### config.mk
export PLATFORM = sky130hd
export DESIGN_NAME = microroc_readout_emu_flat
export DESIGN_NICKNAME = d
export VERILOG_FILES = /design/src/rtl/microroc_readout_emu_if.sv /design/src/rtl/microroc_readout_emu.sv /design/src/flat_wrapper.sv
export SDC_FILE = /design/constraint.sdc
export NUM_CORES = 1
export LEC_CHECK = 0
export CAP_MARGIN = 20
export CELL_PAD_IN_SITES_DETAIL_PLACEMENT = 0
export CELL_PAD_IN_SITES_GLOBAL_PLACEMENT = 1
export CORE_MARGIN = 10
export CORE_UTILIZATION = 30
export CTS_CLUSTER_DIAMETER = 120
export DETAILED_ROUTE_END_ITERATION = 16
export GPL_ROUTABILITY_DRIVEN = 0
export PLACE_DENSITY = 0.5
export SLEW_MARGIN = 20
export SYNTH_ARGS = -nofsm -noshare
export SYNTH_HDL_FRONTEND = slang
export SYNTH_SLANG_ARGS = --single-unit
### constraint.sdc
create_clock -name Clk -period 12.1 [get_ports Clk]
set_input_delay 2.42 -clock Clk [delete_from_list [all_inputs] [get_ports Clk]]
set_output_delay 2.42 -clock Clk [all_outputs]
set_load 0.03 [all_outputs]
### src/rtl/microroc_readout_emu_if.sv
// Bus bundle between the DAQ readout logic and the Microroc readout emulator.
// Optional error-injection ports appear when MICROROC_EMU_ERRINJ_EN is defined.
//
// Handshake: start_readout is a level. Its rising edge requests one readout,
// and the request is only honoured while busy is low. busy stays high from
// acceptance through the single-cycle end_readout pulse, inclusive. A new
// readout needs start_readout to fall and rise again after busy has dropped.
interface microroc_readout_emu_if;
  logic        start_readout;
  logic [7:0]  chip_id;
  logic [7:0]  frame_count;
  logic [1:0]  pattern_mode;
  logic [23:0] bcid_base;
`ifdef MICROROC_EMU_ERRINJ_EN
  logic [7:0]  err_frame;
  logic        err_en;
`endif
  logic        dout_b;
  logic        transmiton_b;
  logic        end_readout;
  logic        busy;

`ifdef MICROROC_EMU_ERRINJ_EN
  modport master (
    output start_readout, chip_id, frame_count, pattern_mode, bcid_base,
    output err_frame, err_en,
    input  dout_b, transmiton_b, end_readout, busy
  );
  modport slave (
    input  start_readout, chip_id, frame_count, pattern_mode, bcid_base,
    input  err_frame, err_en,
    output dout_b, transmiton_b, end_readout, busy
  );
`else
  modport master (
    output start_readout, chip_id, frame_count, pattern_mode, bcid_base,
    input  dout_b, transmiton_b, end_readout, busy
  );
  modport slave (
    input  start_readout, chip_id, frame_count, pattern_mode, bcid_base,
    output dout_b, transmiton_b, end_readout, busy
  );
`endif
endinterface

### src/rtl/microroc_readout_emu.sv
// Microroc RAM-readout transmitter emulator.
// On an accepted start it sends frame_count frames of 160 bits, MSB first:
// {bcid[23:0], hit[127:0], chip_id[7:0]}. dout_b is active low and
// transmiton_b is low while frame bits are on the line. end_readout pulses
// once when the readout completes.
// Optional feature: MICROROC_EMU_ERRINJ_EN adds err_frame/err_en, which invert
// chip_id bit 0 in one chosen frame.
module microroc_readout_emu #(
  parameter int CLK_DIV    = 8,    // clocks per serial bit, 2..255
  parameter int GAP_BITS   = 4,    // idle bit periods between frames
  parameter int FRAME_BITS = 160   // frame layout is fixed; leave at 160
) (
  input  logic                         Clk,
  input  logic                         reset,
  microroc_readout_emu_if.slave        bus,
  output logic [2:0]                   o_dbg_state
);

  typedef enum logic [2:0] {
    S_IDLE = 3'd0,
    S_LOAD = 3'd1,
    S_SEND = 3'd2,
    S_GAP  = 3'd3,
    S_DONE = 3'd4
  } state_t;

  localparam logic [15:0] DIV_LAST = 16'(CLK_DIV - 1);
  localparam logic [7:0]  BIT_LAST = 8'(FRAME_BITS - 1);
  // A zero-length gap degenerates to a single idle cycle before LOAD.
  localparam logic [15:0] GAP_LAST = 16'((GAP_BITS > 0) ? (GAP_BITS * CLK_DIV - 1) : 0);
  localparam logic [15:0] LFSR_SEED = 16'hACE1;

  state_t        r_state;
  state_t        w_state_nxt;

  logic          r_start_q;      // synchronised start level
  logic          r_start_d;      // previous sample, for edge detect
  logic          w_rise;

  logic          r_busy;
  logic          r_end;
  logic          r_dout_b;
  logic          r_txon_b;

  logic [159:0]  r_shreg;
  logic [15:0]   r_cnt;          // bit-period counter in SEND, gap counter in GAP
  logic [7:0]    r_bit;          // bit index within the frame
  logic [7:0]    r_frame_idx;
  logic [15:0]   r_lfsr;

  // Readout configuration captured at the first LOAD of a readout.
  logic [7:0]    r_nframes;
  logic [7:0]    r_chip;
  logic [1:0]    r_mode;
  logic [23:0]   r_base;

  logic          w_first;
  logic [7:0]    w_nframes;
  logic [7:0]    w_chip;
  logic [1:0]    w_mode;
  logic [23:0]   w_base;
  logic [7:0]    w_chip_tx;
  logic [23:0]   w_bcid;
  logic [127:0]  w_hit;
  logic [159:0]  w_frame;
  logic [15:0]   w_lfsr_nxt;
  logic          w_bit_end;
  logic          w_last_bit;
  logic          w_last_frame;

`ifdef MICROROC_EMU_ERRINJ_EN
  logic [7:0]    r_err_frame;
  logic          r_err_en;
`endif

  assign w_rise = r_start_q & ~r_start_d;

  // The first LOAD of a readout (frame_idx still 0) samples live inputs;
  // every later LOAD reuses the captured copy so mid-readout changes are ignored.
  assign w_first   = (r_frame_idx == 8'd0);
  assign w_nframes = w_first ? bus.frame_count  : r_nframes;
  assign w_chip    = w_first ? bus.chip_id      : r_chip;
  assign w_mode    = w_first ? bus.pattern_mode : r_mode;
  assign w_base    = w_first ? bus.bcid_base    : r_base;

`ifdef MICROROC_EMU_ERRINJ_EN
  assign w_chip_tx = w_chip ^ {7'd0, (r_err_en && (r_frame_idx == r_err_frame))};
`else
  assign w_chip_tx = w_chip;
`endif

  assign w_bcid = w_base + {16'd0, r_frame_idx};

  // Fibonacci LFSR, taps x^16 + x^14 + x^13 + x^11 + 1, shifting right.
  assign w_lfsr_nxt = {r_lfsr[0] ^ r_lfsr[2] ^ r_lfsr[3] ^ r_lfsr[5], r_lfsr[15:1]};

  // Hit payload selection for the frame being loaded.
  always_comb begin
    w_hit = '0;
    case (w_mode)
      2'd0:    w_hit = '0;
      2'd1:    w_hit = '1;
      2'd2:    w_hit = {16{r_frame_idx}};
      default: w_hit = {8{r_lfsr}};
    endcase
  end

  assign w_frame      = {w_bcid, w_hit, w_chip_tx};
  assign w_bit_end    = (r_cnt == DIV_LAST);
  assign w_last_bit   = (r_bit == BIT_LAST);
  // Compared before the increment, so frame_count = 255 gives 255 frames.
  assign w_last_frame = (r_frame_idx == (r_nframes - 8'd1));

  // State register.
  always_ff @(posedge Clk or posedge reset) begin
    if (reset) r_state <= S_IDLE;
    else       r_state <= w_state_nxt;
  end

  // Next-state logic.
  always_comb begin
    w_state_nxt = r_state;
    case (r_state)
      S_IDLE: if (w_rise && !r_busy) w_state_nxt = S_LOAD;
      S_LOAD: w_state_nxt = (w_nframes == 8'd0) ? S_DONE : S_SEND;
      S_SEND: if (w_bit_end && w_last_bit) w_state_nxt = w_last_frame ? S_DONE : S_GAP;
      S_GAP:  if (r_cnt == GAP_LAST) w_state_nxt = S_LOAD;
      S_DONE: w_state_nxt = S_IDLE;
      default: w_state_nxt = S_IDLE;
    endcase
  end

  // Start edge detect, busy/end flags and the serialiser datapath.
  always_ff @(posedge Clk or posedge reset) begin
    if (reset) begin
      r_start_q   <= 1'b0;
      r_start_d   <= 1'b0;
      r_busy      <= 1'b0;
      r_end       <= 1'b0;
      r_dout_b    <= 1'b1;
      r_txon_b    <= 1'b1;
      r_shreg     <= '0;
      r_cnt       <= '0;
      r_bit       <= '0;
      r_frame_idx <= '0;
      r_lfsr      <= LFSR_SEED;
      r_nframes   <= '0;
      r_chip      <= '0;
      r_mode      <= '0;
      r_base      <= '0;
`ifdef MICROROC_EMU_ERRINJ_EN
      r_err_frame <= '0;
      r_err_en    <= 1'b0;
`endif
    end else begin
      r_start_q <= bus.start_readout;
      r_start_d <= r_start_q;
      r_end     <= (r_state == S_DONE);
      // busy drops on the edge after the end_readout pulse.
      if (r_end) r_busy <= 1'b0;

      case (r_state)
        S_IDLE: begin
          if (w_state_nxt == S_LOAD) begin
            r_busy      <= 1'b1;
            r_frame_idx <= 8'd0;
`ifdef MICROROC_EMU_ERRINJ_EN
            r_err_frame <= bus.err_frame;
            r_err_en    <= bus.err_en;
`endif
          end
        end

        S_LOAD: begin
          if (w_first) begin
            r_nframes <= bus.frame_count;
            r_chip    <= bus.chip_id;
            r_mode    <= bus.pattern_mode;
            r_base    <= bus.bcid_base;
          end
          if (w_nframes != 8'd0) begin
            r_shreg  <= w_frame;
            r_dout_b <= ~w_frame[159];
            r_txon_b <= 1'b0;
            r_cnt    <= '0;
            r_bit    <= '0;
            if (w_mode == 2'd3) r_lfsr <= w_lfsr_nxt;
          end
        end

        S_SEND: begin
          if (w_bit_end) begin
            r_cnt <= '0;
            if (w_last_bit) begin
              r_txon_b    <= 1'b1;
              r_dout_b    <= 1'b1;
              r_frame_idx <= r_frame_idx + 8'd1;
            end else begin
              r_bit    <= r_bit + 8'd1;
              r_shreg  <= {r_shreg[158:0], 1'b0};
              r_dout_b <= ~r_shreg[158];
            end
          end else begin
            r_cnt <= r_cnt + 16'd1;
          end
        end

        S_GAP: r_cnt <= r_cnt + 16'd1;

        default: ;
      endcase
    end
  end

  assign bus.dout_b       = r_dout_b;
  assign bus.transmiton_b = r_txon_b;
  assign bus.end_readout  = r_end;
  assign bus.busy         = r_busy;
  assign o_dbg_state      = r_state;

endmodule
### src/flat_wrapper.sv
// flat-port wrapper written by rule: the top's interface ports become plain ports
module microroc_readout_emu_flat 
#(
  parameter int CLK_DIV    = 8,                                    
  parameter int GAP_BITS   = 4,                                      
  parameter int FRAME_BITS = 160                                         
)
  (Clk, reset, o_dbg_state, bus_start_readout, bus_chip_id, bus_frame_count, bus_pattern_mode, bus_bcid_base, bus_dout_b, bus_transmiton_b, bus_end_readout, bus_busy);
  microroc_readout_emu_if bus_i ();
  input  logic Clk;
  input  logic reset;
  output logic [2:0] o_dbg_state;
  input wire logic [$bits(bus_i.start_readout)-1:0] bus_start_readout;
  input wire logic [$bits(bus_i.chip_id)-1:0] bus_chip_id;
  input wire logic [$bits(bus_i.frame_count)-1:0] bus_frame_count;
  input wire logic [$bits(bus_i.pattern_mode)-1:0] bus_pattern_mode;
  input wire logic [$bits(bus_i.bcid_base)-1:0] bus_bcid_base;
  output wire logic [$bits(bus_i.dout_b)-1:0] bus_dout_b;
  output wire logic [$bits(bus_i.transmiton_b)-1:0] bus_transmiton_b;
  output wire logic [$bits(bus_i.end_readout)-1:0] bus_end_readout;
  output wire logic [$bits(bus_i.busy)-1:0] bus_busy;
  assign bus_i.start_readout = bus_start_readout;
  assign bus_i.chip_id = bus_chip_id;
  assign bus_i.frame_count = bus_frame_count;
  assign bus_i.pattern_mode = bus_pattern_mode;
  assign bus_i.bcid_base = bus_bcid_base;
  assign bus_dout_b = bus_i.dout_b;
  assign bus_transmiton_b = bus_i.transmiton_b;
  assign bus_end_readout = bus_i.end_readout;
  assign bus_busy = bus_i.busy;
  microroc_readout_emu #(.CLK_DIV(CLK_DIV), .GAP_BITS(GAP_BITS), .FRAME_BITS(FRAME_BITS)) u_core (.Clk(Clk), .reset(reset), .bus(bus_i), .o_dbg_state(o_dbg_state));
endmodule
==> results.py, run 1 <==
metrics = {
    "status": {
        "run_status": "finished clean",
    },
    "flow_run": {
        "maxCapViolations": 0,
    },
    "die": {
        "die_y_um": 219,
        "die-area_mm2": 0.0479,
        "start_util_pct": 30.5,
        "die_w_um": 219,
        "num_rows": 72,
        "core_area_mm2": 0.0389,
        "ios": 52,
    },
    "yosys": {
        "muxShareOfSynthArea_pct": 5.96,
        "synthAdderAreaFrac_pct": 1.54,
        "synth_area_leaders": "dfrtp_1 (52%), a221o_1 (5.5%), a22oi_1 (4.6%)",
        "synth_compound_area_share_pct": 17.8,
        "synth_commonest_cells": "dfrtp_1 (248), nand2_1 (135), nor2_1 (85)",
        "synth_nets": 1144,
        "synthXorXnorAreaFrac_pct": 4.28,
        "yosys_warnings": 0,
        "ys.flop_type": "dfrtp_1",
        "yosys.area.top_type": "dfrtp_1",
        "async_flop_share_pct": 100,
        "ys_seq_area_share_pct": 54.5,
        "synthSimpleGateAreaFrac_pct": 13.3,
        "synth-seq-cells": 258,
        "avgSynthCellArea_um2": 10.9,
        "yosysMostFrequentCell": "dfrtp_1",
        "synth_top_area_share_pct": 52.3,
        "synth-edff-count": 0,
        "syn-instance-count": 1085,
        "synth_top_family_by_area": "compound AO/OA/AOI/OAI gates",
        "synth_area_mm2": 0.0119,
        "yosysUniqueCellTypes": 65,
    },
    "worst_hold_path": {
        "hold-path-cell-count": 0,
        "whs_endpoint": "u_core.r_start_d",
        "hold_path_class": "flop to flop",
        "min-delay-start": "u_core.r_start_q",
    },
    "routing": {
        "drt-total-wl_um": 32700,
        "vias_per_cell": 5.19,
        "first_pass_iters": 5,
        "routedWlPerCell_um": 19.7,
        "antenna_left": 0,
        "drt_iter0_drc": 779,
        "remaining_drc_errors": 0,
        "vias": 8612,
    },
    "pwr": {
        "vdd_ir_drop_max_mv": 0.101,
        "p_leak_nw": 6.49,
        "p_per_area_mw_per_mm2": 136,
    },
    "worst_setup_path": {
        "max_stage_delay_ns": 0.83,
        "crit_path_max_fanout": 93,
        "r2r_slack_ns": 7.34,
        "reg2reg_depth": 15,
        "timing.rr.start": "u_core.r_frame_idx[1]",
        "path_class": "primary input to flop",
        "cp.arrival_ns": 6.01,
        "cp-end-kind": "flop",
        "slowest_stage": "buf_4",
        "crit_buf_inv": 4,
        "crit_path_frequent_cell": "buf_4",
        "worstPathCellList": "clkdlybuf4s50_1 -> nor4_1 -> nand4_1 -> o21ai_2 -> nor4b_4 -> buf_4 -> nor2_4 -> buf_4 -> buf_4 -> a22oi_1 -> o21ai_0",
        "critPathLaunchType": "primary input",
        "cp.required_ns": 12.60,
        "r2r-end": "u_core.r_shreg[153]",
        "path_delay_family": "buffers and inverters",
    },
    "timing": {
        "hold_viol": 0,
        "finalCriticalPeriod_ns": 5.50,
        "fin_skew_ns": 0.0106,
        "tns_ns": 0,
        "rsz0062_at_grt": "no",
        "finalCritPeriodShare_pct": 45.5,
        "worst_slew_pin_slew_ns": 0.990,
        "fmax_ghz": 0.182,
        "slew_violations": 0,
        "final-setup-viol-count": 0,
        "max_slew_margin_pct": 33.6,
    },
    "global_routing": {
        "grt_pass1_vias": 8901,
        "antenna_found_initial": 1,
        "grt_start_max_net_pins": 127,
        "overflow": 0,
        "track_usage_pct": 13.8,
        "grt_pass1_wl_um": 53500,
    },
    "clock_network": {
        "clk_latency_ns": 0.58,
        "clockBufferDepth": 3,
        "tritoncts": "yes",
        "h-tree-depth": 1,
        "cts_resized": 0,
        "cts_setup_buffers": 0,
        "cts_sinks": 258,
        "clk_pin_slew_ns": 0.06,
        "cts_buffers": 31,
        "cts_root_buffer": "clkbuf_16",
        "cts_hold_buf": 0,
    },
    "finish": {
        "drive_gt1_share_pct": 11.9,
        "stdcell_area_mm2": 0.0139,
        "nets": 1177,
        "layout.cells.non_filler": 1659,
        "area_delta_synth_final_pct": 17.4,
        "finish.utilization_pct": 35.8,
    },
    "placed_design": {
        "place_inst": 1603,
        "numPortBuffers": 51,
        "dp.final_hpwl_um": 21100,
        "placed_cell_area_mm2": 0.0129,
    },
}
how the worst max path moves through the flow:
stage	end	slack (ns)	from	depth (start not counted)
floorplan	u_core.bus.busy	2.60	reset	1
global placement	u_core.r_shreg[144]	5.96	bus_frame_count[6]	11
detailed placement	u_core.r_shreg[144]	5.97	bus_frame_count[5]	11
CTS	u_core.r_shreg[144]	6.60	bus_frame_count[5]	11
global route	u_core.r_shreg[144]	6.32	bus_frame_count[5]	11
finish	u_core.r_shreg[144]	6.60	bus_frame_count[5]	11
state kept, by name (all words and copies together), names as in the netlist:
signal                   flops
u_core.r_start_d             1
u_core.bus.transmiton_b      1
u_core.r_bit                 8
u_core.r_shreg             159
u_core.r_lfsr               16
u_core.r_nframes             8
u_core.r_start_q             1
u_core.bus.dout_b            1
u_core.bus.busy              1
u_core.r_chip                8
u_core.r_base               24
u_core.r_cnt                16
u_core.o_dbg_state           3
u_core.bus.end_readout       1
u_core.r_frame_idx           8
u_core.r_mode                2
through the flow:
stage	worst slack, ns	hold slack [ns]	power, W
2_1_floorplan	2.60	0.346	0.000921
3_3_place_gp	5.96	0.355	0.000953
3_5_place_dp	5.97	0.357	0.000953
4_1_cts	6.60	0.371	0.00193
5_1_grt	6.32	0.372	0.00196
6_report	6.60	0.370	0.00189
cells by family after synthesis:
group                      count (synthesis)
AOI/OAI and AO/OA                        280
adders and majority gates                 14
muxes                                     65
DFF                                      258
xor gates and xnor gates                  58
buffers and inverters                     75
and+or+nand+nor                          335
layer usage:
metal	routed length (µm)	GRT usage, %	vias up
met2	14100	20.2	119
met5	0	0	-
met4	656	3.22	0
met3	1100	2.45	43
met1	16800	20.7	4332
li1	-	-	4118
cells in the final DEF, fill, tap and decap left out, drive strengths merged, types with 42 or more instances in the layout:
master and instances:
nand2 136, o21ai 48, a221o 65, mux2 43, dfrtp 248, xor2 42
clkdlybuf4s50 51, nor2 86, a22oi 73, clkbuf 42
power breakdown:
part,total (W),internal [W],switching [W]
registers,0.000872,0.000868,0.00000469
clock network,0.000955,0.000575,0.000380
logic,0.0000632,0.0000254,0.0000377
layout make-up:
class | count | area (µm²)
timing repair buffer | 65 | 619
clock inverter | 13 | 161
tap | 518 | 648
clock buffer | 42 | 887
antenna | 1 | 2.50
fill | 3921 | 25000
multi-input combinational | 752 | 5110
sequential | 258 | 6470
inverter | 10 | 45.0
No activity file was read; power rests on OpenSTA's default activity.
==> run 2, diff against run 1 <==
clock period = 5.7 ns   (was 12.1 ns; I/O delays follow)
==> results.py, run 2 (synthesis results as in run 1) <==
metrics = {
    "worst_hold_path": {
        "hold_path_class": "flop to flop",
    },
    "worst_setup_path": {
        "timing.rr.start": "u_core.r_frame_idx[1]",
        "r2r_slack_ns": 1.81,
        "path_delay_family": "simple AND/OR/NAND/NOR gates",
        "cp.arrival_ns": 4.35,
        "crit_buf_inv": 2,
        "crit_start": "u_core.r_frame_idx[1]",
        "cp-end-kind": "flop",
        "worstPathCellList": "inv_1 -> ha_1 -> nor3b_2 -> and2_2 -> nand2_1 -> nand2_1 -> ha_1 -> fa_1 -> a21oi_1 -> nor2_1 -> nor3_1 -> buf_4 -> or3_1 -> nor4_1 -> o21ai_1 -> a22o_1",
        "reg2reg_depth": 16,
        "r2r-end": "u_core.r_shreg[158]",
        "cp.required_ns": 6.16,
        "crit_end": "u_core.r_shreg[158]",
        "max_stage_delay_ns": 0.50,
        "slowest_stage": "dfrtp_1",
        "path_class": "flop to flop",
        "cp.depth": 16,
        "critPathLaunchType": "flop",
        "crit_path_max_fanout": 12,
    },
    "timing": {
        "tns_ns": 0,
        "hold_viol": 0,
        "finalCritPeriodShare_pct": 68.2,
        "rsz0062_at_grt": "no",
        "slew_violations": 0,
        "fin_skew_ns": 0.0105,
        "max_slew_margin_pct": 31.7,
        "final-setup-viol-count": 0,
        "fmax_ghz": 0.257,
        "finalCriticalPeriod_ns": 3.89,
        "worst_slew_pin_slew_ns": 1.02,
    },
    "pwr": {
        "seq_power_share_pct": 47.2,
        "p_per_area_mw_per_mm2": 282,
        "vdd_ir_drop_max_mv": 0.197,
        "swShare_pct": 22.0,
        "p_int_w": 0.00306,
        "power_frac_clock_pct": 49.3,
        "power.total_w": 0.00392,
        "combinationalPowerShare_pct": 3.5,
        "switching_power_w": 0.000863,
        "p_leak_nw": 6.47,
    },
    "die": {
        "start_util_pct": 30.5,
        "core_area_mm2": 0.0389,
        "die_w_um": 219,
        "die-area_mm2": 0.0479,
        "die_y_um": 219,
        "ios": 52,
        "num_rows": 72,
    },
    "flow_run": {
        "maxCapViolations": 0,
    },
    "clock_network": {
        "clk_pin_slew_ns": 0.06,
        "cts_root_buffer": "clkbuf_16",
        "cts_setup_buffers": 0,
        "cts_sinks": 258,
        "tritoncts": "yes",
        "clk_latency_ns": 0.57,
        "cts_buffers": 31,
        "cts_resized": 0,
        "clockBufferDepth": 3,
        "h-tree-depth": 1,
        "cts_hold_buf": 0,
    },
    "routing": {
        "routedWlPerCell_um": 20.3,
        "drt-total-wl_um": 33800,
        "remaining_drc_errors": 0,
        "vias": 8712,
        "first_pass_iters": 5,
        "drt_iter0_drc": 627,
        "antenna_left": 0,
        "vias_per_cell": 5.25,
    },
    "finish": {
        "area_delta_synth_final_pct": 17.4,
        "nets": 1177,
        "largest_register_ffs": 159,
        "top_register": "u_core.r_shreg",
        "largestRegisters": "u_core.r_shreg x159, u_core.r_base x24",
        "final_common_cell": "dfrtp_1",
        "diodes": 0,
        "layout_common_cells": "dfrtp_1 (248), nand2_1 (135), nor2_1 (84)",
        "drive_gt1_share_pct": 11.4,
    },
    "placed_design": {
        "dp.final_hpwl_um": 21600,
        "numPortBuffers": 51,
    },
    "global_routing": {
        "grt_pass1_wl_um": 53500,
        "grt_start_max_net_pins": 144,
        "overflow": 0,
        "antenna_found_initial": 1,
        "track_usage_pct": 13.9,
        "grt_pass1_vias": 8907,
    },
    "status": {
        "run_status": "finished clean",
    },
}
## run 2: final cells by class
cell class,count,area [µm²]
fill,3885,25000
sequential,258,6470
multi-input combinational,752,5110
clock buffer,53,948
timing repair buffer,65,666
tap,518,648
clock inverter,5,53.8
inverter,10,41.3
## run 2: worst min-delay path by stage
stage | to | start | depth (start not counted)
after floorplan | u_core.r_start_d | u_core.r_start_q | 0
after global routing | u_core.r_start_d | u_core.r_start_q | 0
after global placement | u_core.r_start_d | u_core.r_start_q | 0
after CTS | u_core.r_start_d | u_core.r_start_q | 0
after detailed placement | u_core.r_start_d | u_core.r_start_q | 0
final | u_core.r_start_d | u_core.r_start_q | 0
## run 2: worst reg2reg max path: cells and delay by family (launching register included)
family,cells,cell delay (ns)
simple gates,8,2.04
fa+ha+maj,3,0.58
compound gates,3,0.40
buf+inv,2,0.26
flops,1,0.50
## run 2: metal layers
metal / wire length, µm / up-vias / global-route usage (%) / part of all wire, %
met4: 461 / 2 / 3.15 / 1.4
met2: 14900 / 136 / 21.0 / 44
met3: 1330 / 32 / 2.39 / 3.9
met1: 17100 / 4426 / 20.3 / 51
li1: - / 4116 / - / -
met5: 13 / - / 0 / 0.039
## run 2: power groups by stage
| stage | Combinational [W] | Clock [W] | Sequential [W] |
|---|---|---|---|
| after detailed placement | 0.000143 | 0 | 0.00188 |
| after floorplan | 0.0000731 | 0 | 0.00188 |
| final | 0.000138 | 0.00193 | 0.00185 |
| after CTS | 0.000143 | 0.00200 | 0.00185 |
| after global placement | 0.000145 | 0 | 0.00188 |
| after global routing | 0.000155 | 0.00207 | 0.00185 |
## run 2: per-stage QoR
step	cells	utilization [%]	area, µm²	setup WS, ns	hold WS [ns]
2_1_floorplan	1085	-	11900	1.17	0.346
3_3_place_gp	1603	33.2	12900	1.29	0.353
3_5_place_dp	1603	33.2	12900	1.39	0.358
4_1_cts	1661	35.8	13900	1.79	0.372
5_1_grt	1661	35.8	13900	1.52	0.382
6_report	1661	35.8	13900	1.81	0.374
==> run 3, diff against run 2 <==
PLACE_DENSITY = 0.52   (was 0.5)
clock period = 3.45 ns   (was 5.7 ns; I/O delays follow)
==> results.py, run 3 (synthesis results as in run 1) <==
metrics = {
    "status": {
        "run_status": "finished clean",
    },
    "finish": {
        "nets": 1222,
        "final_common_cell": "dfrtp_1",
        "drive_gt1_share_pct": 15.7,
        "finish.utilization_pct": 37.3,
        "layout_common_cells": "dfrtp_1 (248), nand2_1 (135), nor2_1 (84)",
        "largest_register_ffs": 159,
        "diodes": 0,
        "fill_cells": 3893,
        "top_register": "u_core.r_shreg",
        "area_delta_synth_final_pct": 22.1,
        "layout.cells.non_filler": 1706,
        "largestRegisters": "u_core.r_shreg x159, u_core.r_base x24",
    },
    "worst_setup_path": {
        "path_class": "flop to flop",
        "reg2reg_depth": 17,
        "cp.required_ns": 3.90,
        "r2r_slack_ns": 0.31,
        "cp.arrival_ns": 3.59,
        "crit_path_max_fanout": 11,
        "slowest_stage": "dfrtp_1",
        "critPathLaunchType": "flop",
        "timing.rr.start": "u_core.r_frame_idx[0]",
        "crit_start": "u_core.r_frame_idx[0]",
        "max_stage_delay_ns": 0.38,
        "worstPathCellList": "inv_1 -> ha_1 -> nor3b_4 -> nand2_4 -> buf_6 -> nand2_1 -> nand2_1 -> ha_2 -> fa_2 -> a21oi_2 -> nor2_1 -> nor3_2 -> or3_1 -> buf_4 -> nor2_1 -> xor2_1 -> o21ai_0",
        "r2r-end": "u_core.r_shreg[150]",
        "cp-end-kind": "flop",
    },
    "clock_network": {
        "cts_sinks": 258,
        "cts_buffers": 31,
        "cts_root_buffer": "clkbuf_16",
        "clockBufferDepth": 3,
        "cts_setup_buffers": 0,
        "h-tree-depth": 1,
        "cts_hold_buf": 0,
        "clk_pin_slew_ns": 0.06,
        "cts_resized": 0,
        "tritoncts": "yes",
        "clk_latency_ns": 0.57,
    },
    "global_routing": {
        "antenna_found_initial": 1,
        "grt_start_max_net_pins": 116,
        "overflow": 0,
        "grt_pass1_vias": 9178,
        "track_usage_pct": 14.1,
        "grt_pass1_wl_um": 54100,
    },
    "die": {
        "die_y_um": 219,
        "die_w_um": 219,
        "ios": 52,
        "num_rows": 72,
        "core_area_mm2": 0.0389,
        "start_util_pct": 30.5,
        "die-area_mm2": 0.0479,
    },
    "routing": {
        "antenna_left": 0,
        "drt-total-wl_um": 33600,
        "drt_iter0_drc": 601,
        "vias": 8880,
        "remaining_drc_errors": 0,
        "routedWlPerCell_um": 19.7,
        "vias_per_cell": 5.21,
        "first_pass_iters": 5,
    },
    "timing": {
        "max_slew_margin_pct": 55.6,
        "worst_slew_pin_slew_ns": 0.663,
        "slew_violations": 0,
        "fin_skew_ns": 0.0122,
        "hold_viol": 0,
        "finalCritPeriodShare_pct": 91.1,
        "hold_slack_ns": 0.368,
        "rsz0062_at_grt": "no",
        "tns_ns": 0,
        "final-setup-viol-count": 0,
        "fmax_ghz": 0.318,
        "finalCriticalPeriod_ns": 3.14,
    },
    "pwr": {
        "combinationalPowerShare_pct": 3.4,
        "power_frac_clock_pct": 52.5,
        "swShare_pct": 21.4,
        "p_per_area_mw_per_mm2": 479,
        "vdd_ir_drop_max_mv": 0.355,
        "p_leak_nw": 6.78,
        "p_int_w": 0.00546,
        "seq_power_share_pct": 44.1,
        "switching_power_w": 0.00149,
    },
    "placed_design": {
        "place_inst": 1648,
        "dp.final_hpwl_um": 22500,
        "numPortBuffers": 51,
    },
    "flow_run": {
        "maxCapViolations": 0,
    },
    "worst_hold_path": {
        "whs_endpoint": "u_core.r_start_d",
        "hold_path_class": "flop to flop",
        "min-delay-start": "u_core.r_start_q",
        "hold-path-cell-count": 0,
    },
}
[run 3: cell count changes in the layout (fill, tap and decap cells not counted), moves of 2 or more]
cell / delta
buf_12: +4
clkinvlp_4: +3
clkinv_2: +2
clkbuf_8: -6
bufinv_16: +7
clkbuf_1: -7
buf_4: +40
[run 3: metrics by stage]
| step | total power, W | worst slack [ns] | cell area, µm² |
|---|---|---|---|
| finish | 0.00694 | 0.306 | 14500 |
| global route | 0.00723 | 0.0276 | 14500 |
| CTS | 0.00707 | 0.160 | 14500 |
| detailed placement | 0.00336 | 0.0124 | 13300 |
| global placement | 0.00336 | -0.0883 | 13300 |
| floorplan | 0.00323 | -0.631 | 11900 |
[run 3: per-layer routing]
layer  vias to the layer above  track usage [%]  part of all wire (%)
met1                      4472             20.7                    50
li1                       4216                -                     -
met4                         0             3.77                   1.8
met2                       152             20.8                    44
met3                        40             2.45                   4.4
met5                         -                0                     0
[run 3: how the worst max path moves through the flow]
stage,depth (start not counted),end,slack (ns)
final,17,u_core.r_shreg[150],0.31
after global routing,15,u_core.bus.dout_b,0.03
after CTS,15,u_core.bus.dout_b,0.16
after detailed placement,8,u_core.r_shreg[55],0.01
after global placement,8,u_core.r_shreg[103],-0.09
after floorplan,1,u_core.bus.busy,-0.63
[run 3: power groups by stage]
| stage | sequential (W) | clock [W] | combinational, W |
|---|---|---|---|
| 2_1_floorplan | 0.00311 | 0 | 0.000121 |
| 3_3_place_gp | 0.00311 | 0 | 0.000245 |
| 3_5_place_dp | 0.00311 | 0 | 0.000245 |
| 4_1_cts | 0.00306 | 0.00377 | 0.000246 |
| 5_1_grt | 0.00306 | 0.00390 | 0.000269 |
| 6_report | 0.00306 | 0.00365 | 0.000237 |
[run 3: area by class of cell]
type	instances	area (µm²)	share of cell area [%]
Tap cell	518	648	4.47
Timing Repair Buffer	110	1060	7.29
Inverter	10	41.3	0.285
Sequential cell	258	6470	44.6
Clock inverter	18	305	2.10
Clock buffer	40	840	5.79
Multi-Input combinational cell	752	5140	35.5
[run 3: critical path, delay by kind of cell, from the launching register on]
family	cells	cell delay, ns
simple gates	8	1.03
fa+ha+maj	3	0.71
buf+inv	3	0.42
flops	1	0.38
compound gates	2	0.26
xor+xnor	1	0.19
